`src/rtl/lsu_pkg.sv`:
```
// Shared codes for the load/store unit: funct3 widths, FSM states, fault codes.
// No logic with latency; the fault classifier is purely combinational.
// No flow control here; used by the control FSM, the extender and the bench.
package lsu_pkg;

    localparam logic [2:0] F3_B  = 3'b000;
    localparam logic [2:0] F3_H  = 3'b001;
    localparam logic [2:0] F3_W  = 3'b010;
    localparam logic [2:0] F3_BU = 3'b100;
    localparam logic [2:0] F3_HU = 3'b101;

    typedef enum logic [1:0] {
        ST_IDLE    = 2'd0,
        ST_ACCESS  = 2'd1,
        ST_RESPOND = 2'd2
    } lsu_state_e;

    typedef enum logic [1:0] {
        FLT_NONE     = 2'd0,
        FLT_MISALIGN = 2'd1,
        FLT_ILLEGAL  = 2'd2,
        FLT_TIMEOUT  = 2'd3
    } lsu_fault_e;

    // Classify a request before it reaches memory; an illegal width code
    // outranks a misaligned address.
    function automatic lsu_fault_e lsu_check(input logic       write,
                                             input logic [2:0] funct3,
                                             input logic [1:0] lane);
        logic illegal;
        logic misal;
        illegal = 1'b0;
        misal   = 1'b0;
        case (funct3)
            F3_B:    misal = 1'b0;
            F3_H:    misal = lane[0];
            F3_W:    misal = |lane;
            F3_BU:   illegal = write;
            F3_HU: begin
                illegal = write;
                misal   = lane[0];
            end
            default: illegal = 1'b1;
        endcase
        return illegal ? FLT_ILLEGAL : (misal ? FLT_MISALIGN : FLT_NONE);
    endfunction

endpackage

```
`src/rtl/load_extend.sv`:
```
// Picks the addressed byte/half out of a little-endian word and extends it.
// Combinational, zero latency.
// No backpressure; output follows inputs.
module load_extend
    import lsu_pkg::*;
#(
    parameter int XLEN = 32
) (
    input  logic [2:0]      funct3_i,
    input  logic [1:0]      lane_i,
    input  logic [XLEN-1:0] word_i,
    output logic [XLEN-1:0] data_o
);

    logic [7:0]  byte_sel;
    logic [15:0] half_sel;

    // Lane select followed by sign or zero extension by width code
    always_comb begin
        byte_sel = word_i[{lane_i, 3'b000} +: 8];
        half_sel = word_i[{lane_i[1], 4'b0000} +: 16];
        data_o   = '0;
        case (funct3_i)
            F3_B:    data_o = {{(XLEN-8){byte_sel[7]}}, byte_sel};
            F3_H:    data_o = {{(XLEN-16){half_sel[15]}}, half_sel};
            F3_W:    data_o = word_i;
            F3_BU:   data_o = {{(XLEN-8){1'b0}}, byte_sel};
            F3_HU:   data_o = {{(XLEN-16){1'b0}}, half_sel};
            default: data_o = '0;
        endcase
    end

endmodule

```
`src/rtl/load_store_unit.sv`:
```
// Data-memory access unit: one load/store per handshake, faults instead of bad accesses.
// Latency: 2 edges accept->response with zero-wait ack, +1 per wait cycle; faults respond next cycle.
// Backpressure: req_ready only in IDLE; memory stalls via mem_ack, bounded by ACK_TIMEOUT.
module load_store_unit
    import lsu_pkg::*;
#(
    parameter int XLEN        = 32,
    parameter int ACK_TIMEOUT = 16
) (
    input  logic            clk,
    input  logic            reset,
    input  logic            req_valid,
    output logic            req_ready,
    input  logic            req_write,
    input  logic [2:0]      req_funct3,
    input  logic [XLEN-1:0] req_addr,
    input  logic [XLEN-1:0] req_wdata,
    output logic            resp_valid,
    output logic [XLEN-1:0] resp_rdata,
    output logic [1:0]      resp_fault,
    output logic            mem_req,
    output logic            mem_we,
    output logic [XLEN-1:0] mem_addr,
    output logic [3:0]      mem_wstrb,
    output logic [XLEN-1:0] mem_wdata,
    input  logic            mem_ack,
    input  logic [XLEN-1:0] mem_rdata
);

    localparam int             CW       = (ACK_TIMEOUT > 1) ? $clog2(ACK_TIMEOUT) : 1;
    localparam logic [CW-1:0]  CNT_LAST = CW'((ACK_TIMEOUT > 0) ? ACK_TIMEOUT - 1 : 0);

    lsu_state_e      state_q;
    lsu_fault_e      fault_q;
    lsu_fault_e      req_flt;
    logic            wr_q;
    logic [2:0]      f3_q;
    logic [XLEN-1:0] addr_q;
    logic [3:0]      wstrb_q;
    logic [XLEN-1:0] wdata_q;
    logic [XLEN-1:0] rdata_q;
    logic [CW-1:0]   cnt_q;
    logic [3:0]      st_strb_d;
    logic [XLEN-1:0] st_wdata_d;
    logic [XLEN-1:0] ld_data;

    assign req_flt = lsu_check(req_write, req_funct3, req_addr[1:0]);

    // Store lane steering computed from the incoming request, latched on accept
    always_comb begin
        st_strb_d  = 4'b0000;
        st_wdata_d = '0;
        case (req_funct3)
            F3_B: begin
                st_strb_d  = 4'b0001 << req_addr[1:0];
                st_wdata_d = XLEN'(req_wdata[7:0]) << {req_addr[1:0], 3'b000};
            end
            F3_H: begin
                st_strb_d  = 4'b0011 << {req_addr[1], 1'b0};
                st_wdata_d = XLEN'(req_wdata[15:0]) << {req_addr[1], 4'b0000};
            end
            F3_W: begin
                st_strb_d  = 4'b1111;
                st_wdata_d = req_wdata;
            end
            default: begin
                st_strb_d  = 4'b0000;
                st_wdata_d = '0;
            end
        endcase
    end

    load_extend #(.XLEN(XLEN)) u_load_extend (
        .funct3_i (f3_q),
        .lane_i   (addr_q[1:0]),
        .word_i   (mem_rdata),
        .data_o   (ld_data)
    );

    // Control FSM: latch request, run the memory access with a timeout, then pulse a response
    always_ff @(posedge clk or posedge reset) begin
        if (reset) begin
            state_q <= ST_IDLE;
            fault_q <= FLT_NONE;
            wr_q    <= 1'b0;
            f3_q    <= 3'b000;
            addr_q  <= '0;
            wstrb_q <= 4'b0000;
            wdata_q <= '0;
            rdata_q <= '0;
            cnt_q   <= '0;
        end else begin
            case (state_q)
                ST_IDLE: begin
                    if (req_valid) begin
                        wr_q    <= req_write;
                        f3_q    <= req_funct3;
                        addr_q  <= req_addr;
                        wstrb_q <= st_strb_d;
                        wdata_q <= st_wdata_d;
                        cnt_q   <= '0;
                        if (req_flt != FLT_NONE) begin
                            fault_q <= req_flt;
                            rdata_q <= '0;
                            state_q <= ST_RESPOND;
                        end else begin
                            state_q <= ST_ACCESS;
                        end
                    end
                end
                ST_ACCESS: begin
                    // An ack on the expiry edge still completes the access cleanly
                    if (mem_ack) begin
                        fault_q <= FLT_NONE;
                        rdata_q <= wr_q ? '0 : ld_data;
                        state_q <= ST_RESPOND;
                    end else if ((ACK_TIMEOUT != 0) && (cnt_q == CNT_LAST)) begin
                        fault_q <= FLT_TIMEOUT;
                        rdata_q <= '0;
                        state_q <= ST_RESPOND;
                    end else begin
                        cnt_q <= cnt_q + CW'(1);
                    end
                end
                ST_RESPOND: state_q <= ST_IDLE;
                default:    state_q <= ST_IDLE;
            endcase
        end
    end

    // Outputs decode directly from registered state, so reset clears them at once
    assign req_ready  = (state_q == ST_IDLE);
    assign resp_valid = (state_q == ST_RESPOND);
    assign resp_rdata = rdata_q;
    assign resp_fault = fault_q;
    assign mem_req    = (state_q == ST_ACCESS);
    assign mem_we     = mem_req & wr_q;
    assign mem_addr   = {addr_q[XLEN-1:2], 2'b00};
    assign mem_wstrb  = mem_we ? wstrb_q : 4'b0000;
    assign mem_wdata  = mem_we ? wdata_q : '0;

endmodule

```
`config.mk`:
```
export PLATFORM = sky130hd
export DESIGN_NAME = load_store_unit
export DESIGN_NICKNAME = d
export VERILOG_FILES = /design/src/rtl/lsu_pkg.sv /design/src/rtl/load_extend.sv /design/src/rtl/load_store_unit.sv
export SDC_FILE = /design/constraint.sdc
export NUM_CORES = 1
export LEC_CHECK = 0
export CORE_ASPECT_RATIO = 1.1
export CORE_MARGIN = 1.5
export CORE_UTILIZATION = 38
export DETAILED_ROUTE_END_ITERATION = 16
export PLACE_DENSITY = 0.7
export SETUP_SLACK_MARGIN = 0.05
export SLEW_MARGIN = 20
export SYNTH_ARGS = -nofsm -noshare
export SYNTH_HDL_FRONTEND = slang
export SYNTH_SLANG_ARGS = --single-unit
```
`constraint.sdc`:
```
create_clock -name clk -period 6.8 [get_ports clk]
set_input_delay 1.36 -clock clk [delete_from_list [all_inputs] [get_ports clk]]
set_output_delay 1.36 -clock clk [all_outputs]
set_load 0.005 [all_outputs]
```
==> run_results.csv, run 1 <==
group,metric,value,unit
run_status,outcome,"complete, no violations",
placed_design,portBuffers,207,
synthesis,ys_seq_elements,112,
synthesis,synth-compound-area-share,19.4,%
synthesis,synthCells,592,
worst_setup_path,crit_family,"simple AND/OR/NAND/NOR gates",
placed_design,placed_cells,919,
detailed_routing,totalWireLength,17700,µm
worst_setup_path,crit_fanout,80,
sta,max_freq,0.270,GHz
sta,rsz0062_at_grt,"no",
power_and_ir_drop,power_frac_seq,41.2,%
synthesis,synth_top_family_by_area,"simple AND/OR/NAND/NOR gates",
die,initial_core_util,39.3,%
global_route,antenna_found_initial,0,
synthesis,synth_top_area_share,48.8,%
power_and_ir_drop,power.density,297,mW/mm²
clocking,cts_htree_levels,3,
power_and_ir_drop,p_sw_share,34.2,%
worst_setup_path,timing.critical_path.buf_inv,1,
global_route,grt_pass1_vias,5215,
placed_design,post-place-ws,2.74,ns
detailed_routing,drt_first_pass_iters,8,
finish,nets,843,
synthesis,yosys.area_share.simple,20.8,%
detailed_routing,via_count,5226,
power_and_ir_drop,pwr-share-comb,37.2,%
synthesis,ys_types,51,
synthesis,avgSynthCellArea,9.71,µm²
die,die_h,132,µm
finish,syn_to_final_growth,37.8,%
detailed_routing,drt_iter0_markers,428,
finish,antenna_cells,0,
sta,tightest_slew,1.03,ns
worst_setup_path,critPathArrivalTime,3.93,ns
synthesis,synthFlopType,"dfrtp_1",
worst_setup_path,start_kind,"primary input",
placed_design,gp_congestion,0.942,
worst_setup_path,path_cells,"clkdlybuf4s50_1 -> or3b_4 -> a2bb2oi_4 -> mux2_1",
clocking,cts-root-buf,"clkbuf_16",
detailed_routing,routedWlPerCell,18.9,µm
worst_setup_path,crit_type,"primary input to register",
sta,fin_ws,3.09,ns
clocking,path_clk_slew,0.07,ns
power_and_ir_drop,vdd_drop_max,121,µV
die,die-area,0.0159,mm²
run,drv_cap,0,
finish,multiInputGateArea,0.00247,mm²
clocking,cts_tree,"yes",
synthesis,ys_seq_area_share,48.8,%
power_and_ir_drop,clock_power_share,21.6,%
detailed_routing,routed_via_density,5.60,
sta,skew,0.00548,ns
worst_setup_path,worst_ep_required_time,7.02,ns
sta,fin_crit,3.71,ns
power_and_ir_drop,intPower,1.55,mW
clocking,cts_made_buffers,9,
finish,drive_gt1_share,5.12,%
placed_design,hpwl,12500,µm
clocking,clk_path_buf_depth,2,
synthesis,synth_area,0.00575,mm²
synthesis,synth_fa_ha_area_share,0.218,%
clocking,cts_setup_buffers,0,
power_and_ir_drop,leakagePower,3.55,nW
sta,hold_viol,0,
finish,seq_area,0.00280,mm²
power_and_ir_drop,switchingPower,804,µW
die,coreArea,0.0146,mm²
sta,setup_violations,0,
worst_setup_path,cpMaxStageDelayCell,"or3b_4",
synthesis,synth.area.top_cells,"dfrtp_1, nand2_1, and3_1",
clocking,clk_latency,0.34,ns
worst_setup_path,endpoint_kind,"register",
global_route,grt_max_degree,81,
synthesis,ys_warn_count,0,
synthesis,synth-async-reset-ratio,100,%
clocking,post_cts_resized,0,
global_route,grtUsageTotal,21.9,%
clocking,hold_buffers,0,
sta,setup_tns,0,ns
clocking,cts.sinks,112,
synthesis,synth.area.mux_share,1.89,%
power_and_ir_drop,finalPower,2.35,mW
global_route,grt_overflow,0,
die,boundaryPins,210,
synthesis,synth_xor_xnor_area_share,0.305,%
die,die_w,120,µm
die,rows,46,
synthesis,synth_edf_count,0,
synthesis,synth.most_common_cell,"nand2_1",
sta,max-slew-margin-rel,31.5,%
finish,final_cells,934,
global_route,grt_pass1_wl,27700,µm
synthesis,synthTopCellsByCount,"nand2_1, dfrtp_1, and3_1",
worst_setup_path,cpPeakStageDelay,0.92,ns
finish,n_fill_cell,1295,
detailed_routing,drtAntennaViolNets,0,
min_path,hold_path.class,"register to register",
detailed_routing,drcViolationCount,0,
synthesis,yosys.area.top_type,"dfrtp_1",
sta,drv_slew,0,
sta,finalCritPeriodShare,54.5,%
==> cells by family after synthesis <==
kind of cell	Yosys count
other	1
XOR/XNOR	2
AO/OA/AOI/OAI	141
flip-flops	112
adder cells (fa/ha/maj)	1
AND/OR/NAND/NOR	244
multiplexers	9
buffers and inverters	82
==> metal layers <==
layer | track usage (%) | routed length (µm) | vias up
li1 | - | - | 2363
met1 | 29.5 | 7290 | 2530
met2 | 34.7 | 8360 | 300
met3 | 5.32 | 1550 | 33
met4 | 7.45 | 450 | 0
met5 | 0 | 0 | -
==> cell usage in the layout, fill, tap and decap left out, types with 9 or more instances in the layout <==
cell type | Yosys | layout
a221o_1 | 9 | 9
clkbuf_16 | 0 | 9
dfrtp_1 | 112 | 112
and3_1 | 45 | 45
clkdlybuf4s50_1 | 0 | 207
a22oi_1 | 32 | 32
a22o_1 | 9 | 9
nand2_1 | 147 | 147
nand3_1 | 11 | 11
a21oi_1 | 10 | 10
o2bb2ai_1 | 32 | 32
o21ai_0 | 24 | 24
==> state kept, by name (all words and copies together) (netlist names) <==
signal      flops
addr_q         32
resp_rdata     32
wdata_q        32
cnt_q           4
wstrb_q         4
f3_q            3
resp_fault      2
state_q         2
wr_q            1
==> final cells by class <==
type                            instances  area share, %
Clock inverter                          3          0.316
Clock buffer                           12           3.24
Multi-Input combinational cell        399           31.2
Timing Repair Buffer                  212           26.6
Sequential cell                       112           35.4
Tap cell                              192           3.03
Inverter                                4          0.221
==> metrics by stage <==
| stage | instance area (µm²) | hold slack (ns) | utilization (%) |
|---|---|---|---|
| after CTS | 7910 | 0.478 | 54.1 |
| after floorplan | 5750 | 0.441 | - |
| after global routing | 7920 | 0.497 | 54.2 |
| after detailed placement | 7630 | 0.461 | 52.2 |
| after global placement | 7630 | 0.453 | 52.2 |
| final | 7920 | 0.472 | 54.2 |
==> final timing paths <==
kind / end / startpoint / cells past startpoint / slack [ns]
setup / recovery: resp_fault[0] / req_valid / 4 / 3.09
hold / removal: wstrb_q[0] / wstrb_q[0] / 1 / 0.47
setup reg to reg: resp_fault[0] / state_q[1] / 3 / 4.19
hold reg to reg: wstrb_q[0] / wstrb_q[0] / 1 / 0.47
max in group asynchronous: addr_q[30] / reset / 3 / 4.15
min in group asynchronous: addr_q[3] / reset / 2 / 1.53
==> power by group through the flow <==
stage          clock network, mW  logic, mW  registers, mW
2_1_floorplan                  0      0.606          0.908
3_3_place_gp                   0      0.854          0.973
3_5_place_dp                   0      0.876          0.978
4_1_cts                    0.519      0.879          0.967
5_1_grt                    0.545      0.953          0.993
6_report                   0.507      0.874          0.969
(Power assumes the default switching activity.)
==> run 2: changes to the inputs <==
--- a/config.mk
+++ b/config.mk
@@ -9,7 +9,7 @@
 export CORE_MARGIN = 1.5
 export CORE_UTILIZATION = 38
 export DETAILED_ROUTE_END_ITERATION = 16
-export PLACE_DENSITY = 0.7
+export PLACE_DENSITY = 0.73
 export SETUP_SLACK_MARGIN = 0.05
 export SLEW_MARGIN = 20
 export SYNTH_ARGS = -nofsm -noshare
==> constraint.sdc (replaced) <==
create_clock -name clk -period 3.4 [get_ports clk]
set_input_delay 0.68 -clock clk [delete_from_list [all_inputs] [get_ports clk]]
set_output_delay 0.68 -clock clk [all_outputs]
set_load 0.005 [all_outputs]
==> run 2 against run 1 <==
  * Global-route usage is 0.29 points higher
  * Sequential power is 96% higher
  * Clock skew is 0.0049 ns higher
  * Critical path depth stayed put
  * Sequential cell count stayed put
  * Power is 100% higher
  * Die area stayed put
  * Worst hold slack better by 0.0047 ns
  * Via count is 1.4% higher
  * Sequential share of layout area is 0.29 points lower
  * Critical endpoint is now mem_wstrb[3]
  * Largest power group unchanged
  * Highest routed layer unchanged
==> run_results.csv, run 2 (same netlist as run 1, synthesis figures left out) <==
group,metric,value,unit
run_status,outcome,"complete, no violations",
power_and_ir_drop,power_frac_seq,40.3,%
detailed_routing,drcViolationCount,0,
worst_setup_path,crit_family,"buffers and inverters",
placed_design,post-place-ws,0.542,ns
finish,nets,851,
die,boundaryPins,210,
power_and_ir_drop,pwr-share-comb,38.1,%
global_route,grtUsageTotal,22.2,%
sta,hold_viol,0,
finish,stdcell_area,0.00799,mm²
detailed_routing,drt_first_pass_iters,6,
global_route,grt_max_degree,52,
clocking,cts_htree_levels,3,
die,initial_core_util,39.3,%
die,die_w,120,µm
power_and_ir_drop,leakagePower,3.59,nW
worst_setup_path,timing.critical_path.buf_inv,2,
clocking,cts_tree,"yes",
finish,final_common_cell,"clkdlybuf4s50_1",
sta,max_freq,0.364,GHz
clocking,path_clk_slew,0.08,ns
worst_setup_path,endpoint_kind,"primary output",
die,rows,46,
sta,fin_crit,2.75,ns
placed_design,hpwl,12800,µm
finish,n_fill_cell,1331,
power_and_ir_drop,clock_power_share,21.6,%
clocking,cts_made_buffers,9,
finish,seq_area,0.00280,mm²
sta,max-slew-margin-rel,37.1,%
detailed_routing,drt_iter0_markers,420,
placed_design,gp_congestion,0.952,
finish,final_cell_mix,"clkdlybuf4s50_1, nand2_1, dfrtp_1",
clocking,clk_latency,0.34,ns
detailed_routing,routedWlPerCell,18.9,µm
worst_setup_path,cpMaxStageDelayCell,"clkdlybuf4s50_1",
global_route,antenna_found_initial,0,
worst_setup_path,path_cells,"nor2b_2 -> buf_4 -> and3_1 -> clkdlybuf4s50_1",
detailed_routing,top_layer_used,"met4",
global_route,grt_pass1_vias,5348,
die,die_h,132,µm
detailed_routing,routed_via_density,5.62,
clocking,cts.sinks,112,
worst_setup_path,crit_type,"register to primary output",
placed_design,portBuffers,207,
worst_setup_path,crit_fanout,43,
finish,fin_util,54.6,%
die,die-area,0.0159,mm²
worst_setup_path,critPathArrivalTime,2.07,ns
worst_setup_path,start_kind,"register",
placed_design,placed_area,0.00770,mm²
sta,setup_violations,0,
power_and_ir_drop,switchingPower,1.62,mW
sta,tightest_slew,0.941,ns
finish,multiInputGateArea,0.00246,mm²
detailed_routing,wl_met3,1480,µm
sta,drv_slew,0,
clocking,clk_path_buf_depth,2,
worst_setup_path,cpPeakStageDelay,0.53,ns
finish,drive_gt1_share,6.26,%
sta,skew,0.0104,ns
power_and_ir_drop,power.density,590,mW/mm²
detailed_routing,met1_length,7400,µm
sta,fin_ws,0.650,ns
power_and_ir_drop,p_sw_share,34.4,%
power_and_ir_drop,intPower,3.09,mW
power_and_ir_drop,vdd_drop_max,286,µV
clocking,post_cts_resized,0,
clocking,cts-root-buf,"clkbuf_16",
sta,rsz0062_at_grt,"no",
detailed_routing,totalWireLength,17800,µm
clocking,hold_buffers,0,
detailed_routing,dr_wl_met2,8550,µm
die,coreArea,0.0146,mm²
finish,antenna_cells,0,
sta,finalCritPeriodShare,80.9,%
detailed_routing,via_count,5301,
sta,setup_tns,0,ns
worst_setup_path,worst_ep_required_time,2.72,ns
global_route,grt_overflow,0,
min_path,hold_path.class,"register to register",
detailed_routing,drtAntennaViolNets,0,
run,drv_cap,0,
finish,syn_to_final_growth,39.0,%
clocking,cts_setup_buffers,0,
global_route,grt_pass1_wl,28100,µm
==> run 2: changes by cell type in the layout (fill, tap and decap cells not counted), sizes merged <==
cell	delta
clkinv	+4
inv	-2
buf	+8
clkbuf	-1
==> run 2: path summary, 6_finish.rpt <==
check	slack, ns	endpoint	startpoint	depth (start not counted)
max in group asynchronous	1.72	resp_rdata[8]	reset	3
max reg2reg	1.23	wdata_q[6]	state_q[1]	4
max	0.65	mem_wstrb[3]	state_q[0]	4
min reg2reg	0.48	wdata_q[29]	wdata_q[29]	2
min in group asynchronous	0.84	addr_q[21]	reset	2
min	0.48	wdata_q[29]	wdata_q[29]	2
==> run 2: layout make-up <==
| cell class | instances | share of cell area [%] |
|---|---|---|
| Clock buffer | 11 | 3.04 |
| Clock inverter | 5 | 0.501 |
| Sequential cell | 112 | 35.1 |
| Multi-Input combinational cell | 399 | 30.8 |
| Tap cell | 192 | 3.01 |
| Inverter | 4 | 0.235 |
| Timing Repair Buffer | 220 | 27.3 |
==> run 2: worst register-to-register path, stage by stage, from the launching register on <==
cell and delay [ns]:
dfrtp_1 0.44, or3b_2 0.81, nor2b_4 0.31, and2_1 0.36, a22o_1 0.19
==> run 2: through the flow <==
step	power, mW	cells	hold WS (ns)
after floorplan	3.03	593	0.441
after global placement	3.66	927	0.456
after detailed placement	3.73	927	0.461
after CTS	4.76	943	0.479
after global routing	4.99	943	0.498
final	4.71	943	0.477
==> run 2: power by group through the flow <==
stage / Sequential (mW) / Clock (mW) / Combinational [mW]
3_5_place_dp: 1.92 / 0 / 1.81
6_report: 1.90 / 1.02 / 1.80
2_1_floorplan: 1.82 / 0 / 1.21
4_1_cts: 1.90 / 1.05 / 1.81
3_3_place_gp: 1.90 / 0 / 1.76
5_1_grt: 1.94 / 1.09 / 1.96
==> run 2: metal layers <==
| layer | global-route usage (%) | up-vias |
|---|---|---|
| met2 | 36.5 | 308 |
| met4 | 8.63 | 0 |
| met1 | 29.0 | 2569 |
| met3 | 4.24 | 37 |
| met5 | 0 | - |
| li1 | - | 2387 |
==> run 3: changes to the inputs <==
==> constraint.sdc (replaced) <==
create_clock -name clk -period 2.3 [get_ports clk]
set_input_delay 0.46 -clock clk [delete_from_list [all_inputs] [get_ports clk]]
set_output_delay 0.46 -clock clk [all_outputs]
set_load 0.005 [all_outputs]
==> run 3 against run 2 <==
  * First-iteration DRC count is 8.6% higher
  * Clock skew is 0.0050 ns lower
  * Power is 56% higher
  * Largest power group is now combinational logic
  * Via count hardly changed
  * Register-to-register slack worse by 0.90 ns
  * Critical path type unchanged
  * Die area stayed put
  * Final cell count is 2.3% higher
  * Non-clock buffer count is 22 higher
  * Design area is 3.9% higher
==> run_results.csv, run 3 (same netlist as run 1, synthesis figures left out) <==
group,metric,value,unit
placed_design,portBuffers,207,
clocking,cts_made_buffers,9,
die,die_w,120,µm
die,die-area,0.0159,mm²
detailed_routing,routedWlPerCell,18.9,µm
placed_design,post-place-ws,-0.0381,ns
detailed_routing,drt_first_pass_iters,6,
min_path,hold_path.class,"primary input to async pin",
detailed_routing,drt_iter0_markers,456,
global_route,grt_pass1_wl,28000,µm
sta,finalCritPeriodShare,97.1,%
power_and_ir_drop,pwr-share-comb,39.5,%
finish,fin_util,56.8,%
sta,skew,0.00538,ns
sta,max-slew-margin-rel,32.5,%
worst_setup_path,path_cells,"nor2b_4 -> buf_12 -> and3_1 -> clkdlybuf4s50_1",
worst_setup_path,rrSetupSlack,0.33,ns
clocking,hold_buffers,0,
clocking,path_clk_slew,0.07,ns
clocking,cts.sinks,112,
global_route,grt_max_degree,58,
worst_setup_path,crit_type,"register to primary output",
finish,final_cell_mix,"clkdlybuf4s50_1, nand2_1, dfrtp_1",
finish,antenna_cells,0,
run_status,outcome,"complete, no violations",
worst_setup_path,endpoint_kind,"primary output",
die,boundaryPins,210,
worst_setup_path,cpMaxStageDelayCell,"clkdlybuf4s50_1",
detailed_routing,via_count,5296,
finish,final_common_cell,"clkdlybuf4s50_1",
run,drv_cap,0,
sta,hold_viol,0,
global_route,grt_overflow,0,
global_route,antenna_found_initial,0,
clocking,clk_latency,0.35,ns
detailed_routing,totalWireLength,18200,µm
worst_setup_path,cpPeakStageDelay,0.50,ns
worst_setup_path,crit_fanout,7,
sta,fin_crit,2.23,ns
sta,fin_ws,0.0674,ns
finish,drive_gt1_share,9.44,%
clocking,cts-root-buf,"clkbuf_16",
worst_setup_path,critPathArrivalTime,1.77,ns
clocking,clk_path_buf_depth,2,
finish,nets,873,
power_and_ir_drop,leakagePower,4.00,nW
finish,syn_to_final_growth,44.4,%
worst_setup_path,worst_ep_required_time,1.84,ns
global_route,grt_pass1_vias,5237,
sta,tightest_slew,1.01,ns
power_and_ir_drop,power.density,888,mW/mm²
sta,max_freq,0.448,GHz
detailed_routing,routed_via_density,5.49,
sta,drv_slew,0,
power_and_ir_drop,vdd_drop_max,370,µV
detailed_routing,met1_length,7410,µm
finish,final_cells,965,
placed_design,placed_cells,939,
power_and_ir_drop,power_frac_seq,37.6,%
die,die_h,132,µm
worst_setup_path,start_kind,"register",
detailed_routing,dr_wl_met2,8840,µm
power_and_ir_drop,clock_power_share,22.9,%
finish,n_fill_cell,1260,
power_and_ir_drop,p_sw_share,33.2,%
placed_design,gp_congestion,0.960,
sta,rsz0062_at_grt,"yes",
placed_design,hpwl,13000,µm
detailed_routing,drtAntennaViolNets,0,
detailed_routing,wl_met3,1490,µm
clocking,cts_tree,"yes",
detailed_routing,drcViolationCount,0,
die,initial_core_util,39.3,%
sta,setup_violations,0,
die,coreArea,0.0146,mm²
global_route,grtUsageTotal,22.4,%
clocking,cts_htree_levels,3,
die,rows,46,
power_and_ir_drop,switchingPower,2.45,mW
detailed_routing,top_layer_used,"met4",
power_and_ir_drop,intPower,4.92,mW
run 3: repair_timing:
action	4_1_cts	5_1_grt
gates cloned	0	1
gates resized for setup	39	7
setup endpoints to repair	38	7
buffers inserted	3	6
run 3: final cells by class:
| class | instances | area [µm²] | share of cell area, % |
|---|---|---|---|
| clock buffers | 10 | 229 | 2.76 |
| clock inverters | 6 | 92.6 | 1.12 |
| inverters | 4 | 18.8 | 0.226 |
| multi-input cells | 399 | 2480 | 29.9 |
| flip-flops and latches | 112 | 2800 | 33.8 |
| well taps | 192 | 240 | 2.89 |
| repair buffers | 242 | 2440 | 29.4 |
run 3: worst paths after layout:
path,endpoint,cells past startpoint,start
max,mem_wdata[13],4,state_q[1]
min,resp_fault[1],2,reset
max reg2reg,wdata_q[4],5,state_q[1]
min reg2reg,addr_q[12],2,addr_q[12]
max in group asynchronous,addr_q[2],3,reset
min in group clk,addr_q[12],2,addr_q[12]
run 3: metal layers:
metal | track usage [%] | up-vias
li1 | - | 2435
met1 | 28.4 | 2547
met2 | 37.0 | 275
met3 | 5.80 | 39
met4 | 8.10 | 0
met5 | 0 | -
run 3: stage by stage:
stage	total power [mW]	cell area, µm²	hold slack [ns]	TNS (ns)
floorplan	4.47	5750	0.441	0
CTS	7.36	8210	0.415	0
detailed placement	5.62	7870	0.462	-0.248
global route	7.78	8300	0.428	0
finish	7.37	8300	0.424	0
global placement	5.53	7870	0.454	-0.0341
run 3: worst max-delay path: cells and delay by family, from the launching register on:
family                 cells  cell delay (ns)
buffers and inverters      2             0.64
flip-flops                 1             0.44
AND/OR/NAND/NOR            2             0.35
run 3: power by group through the flow:
stage               sequential, mW  clock, mW  combinational, mW
floorplan                     2.68          0               1.79
global placement              2.79          0               2.74
detailed placement            2.80          0               2.82
CTS                           2.77       1.73               2.86
global route                  2.83       1.80               3.15
finish                        2.77       1.68               2.91
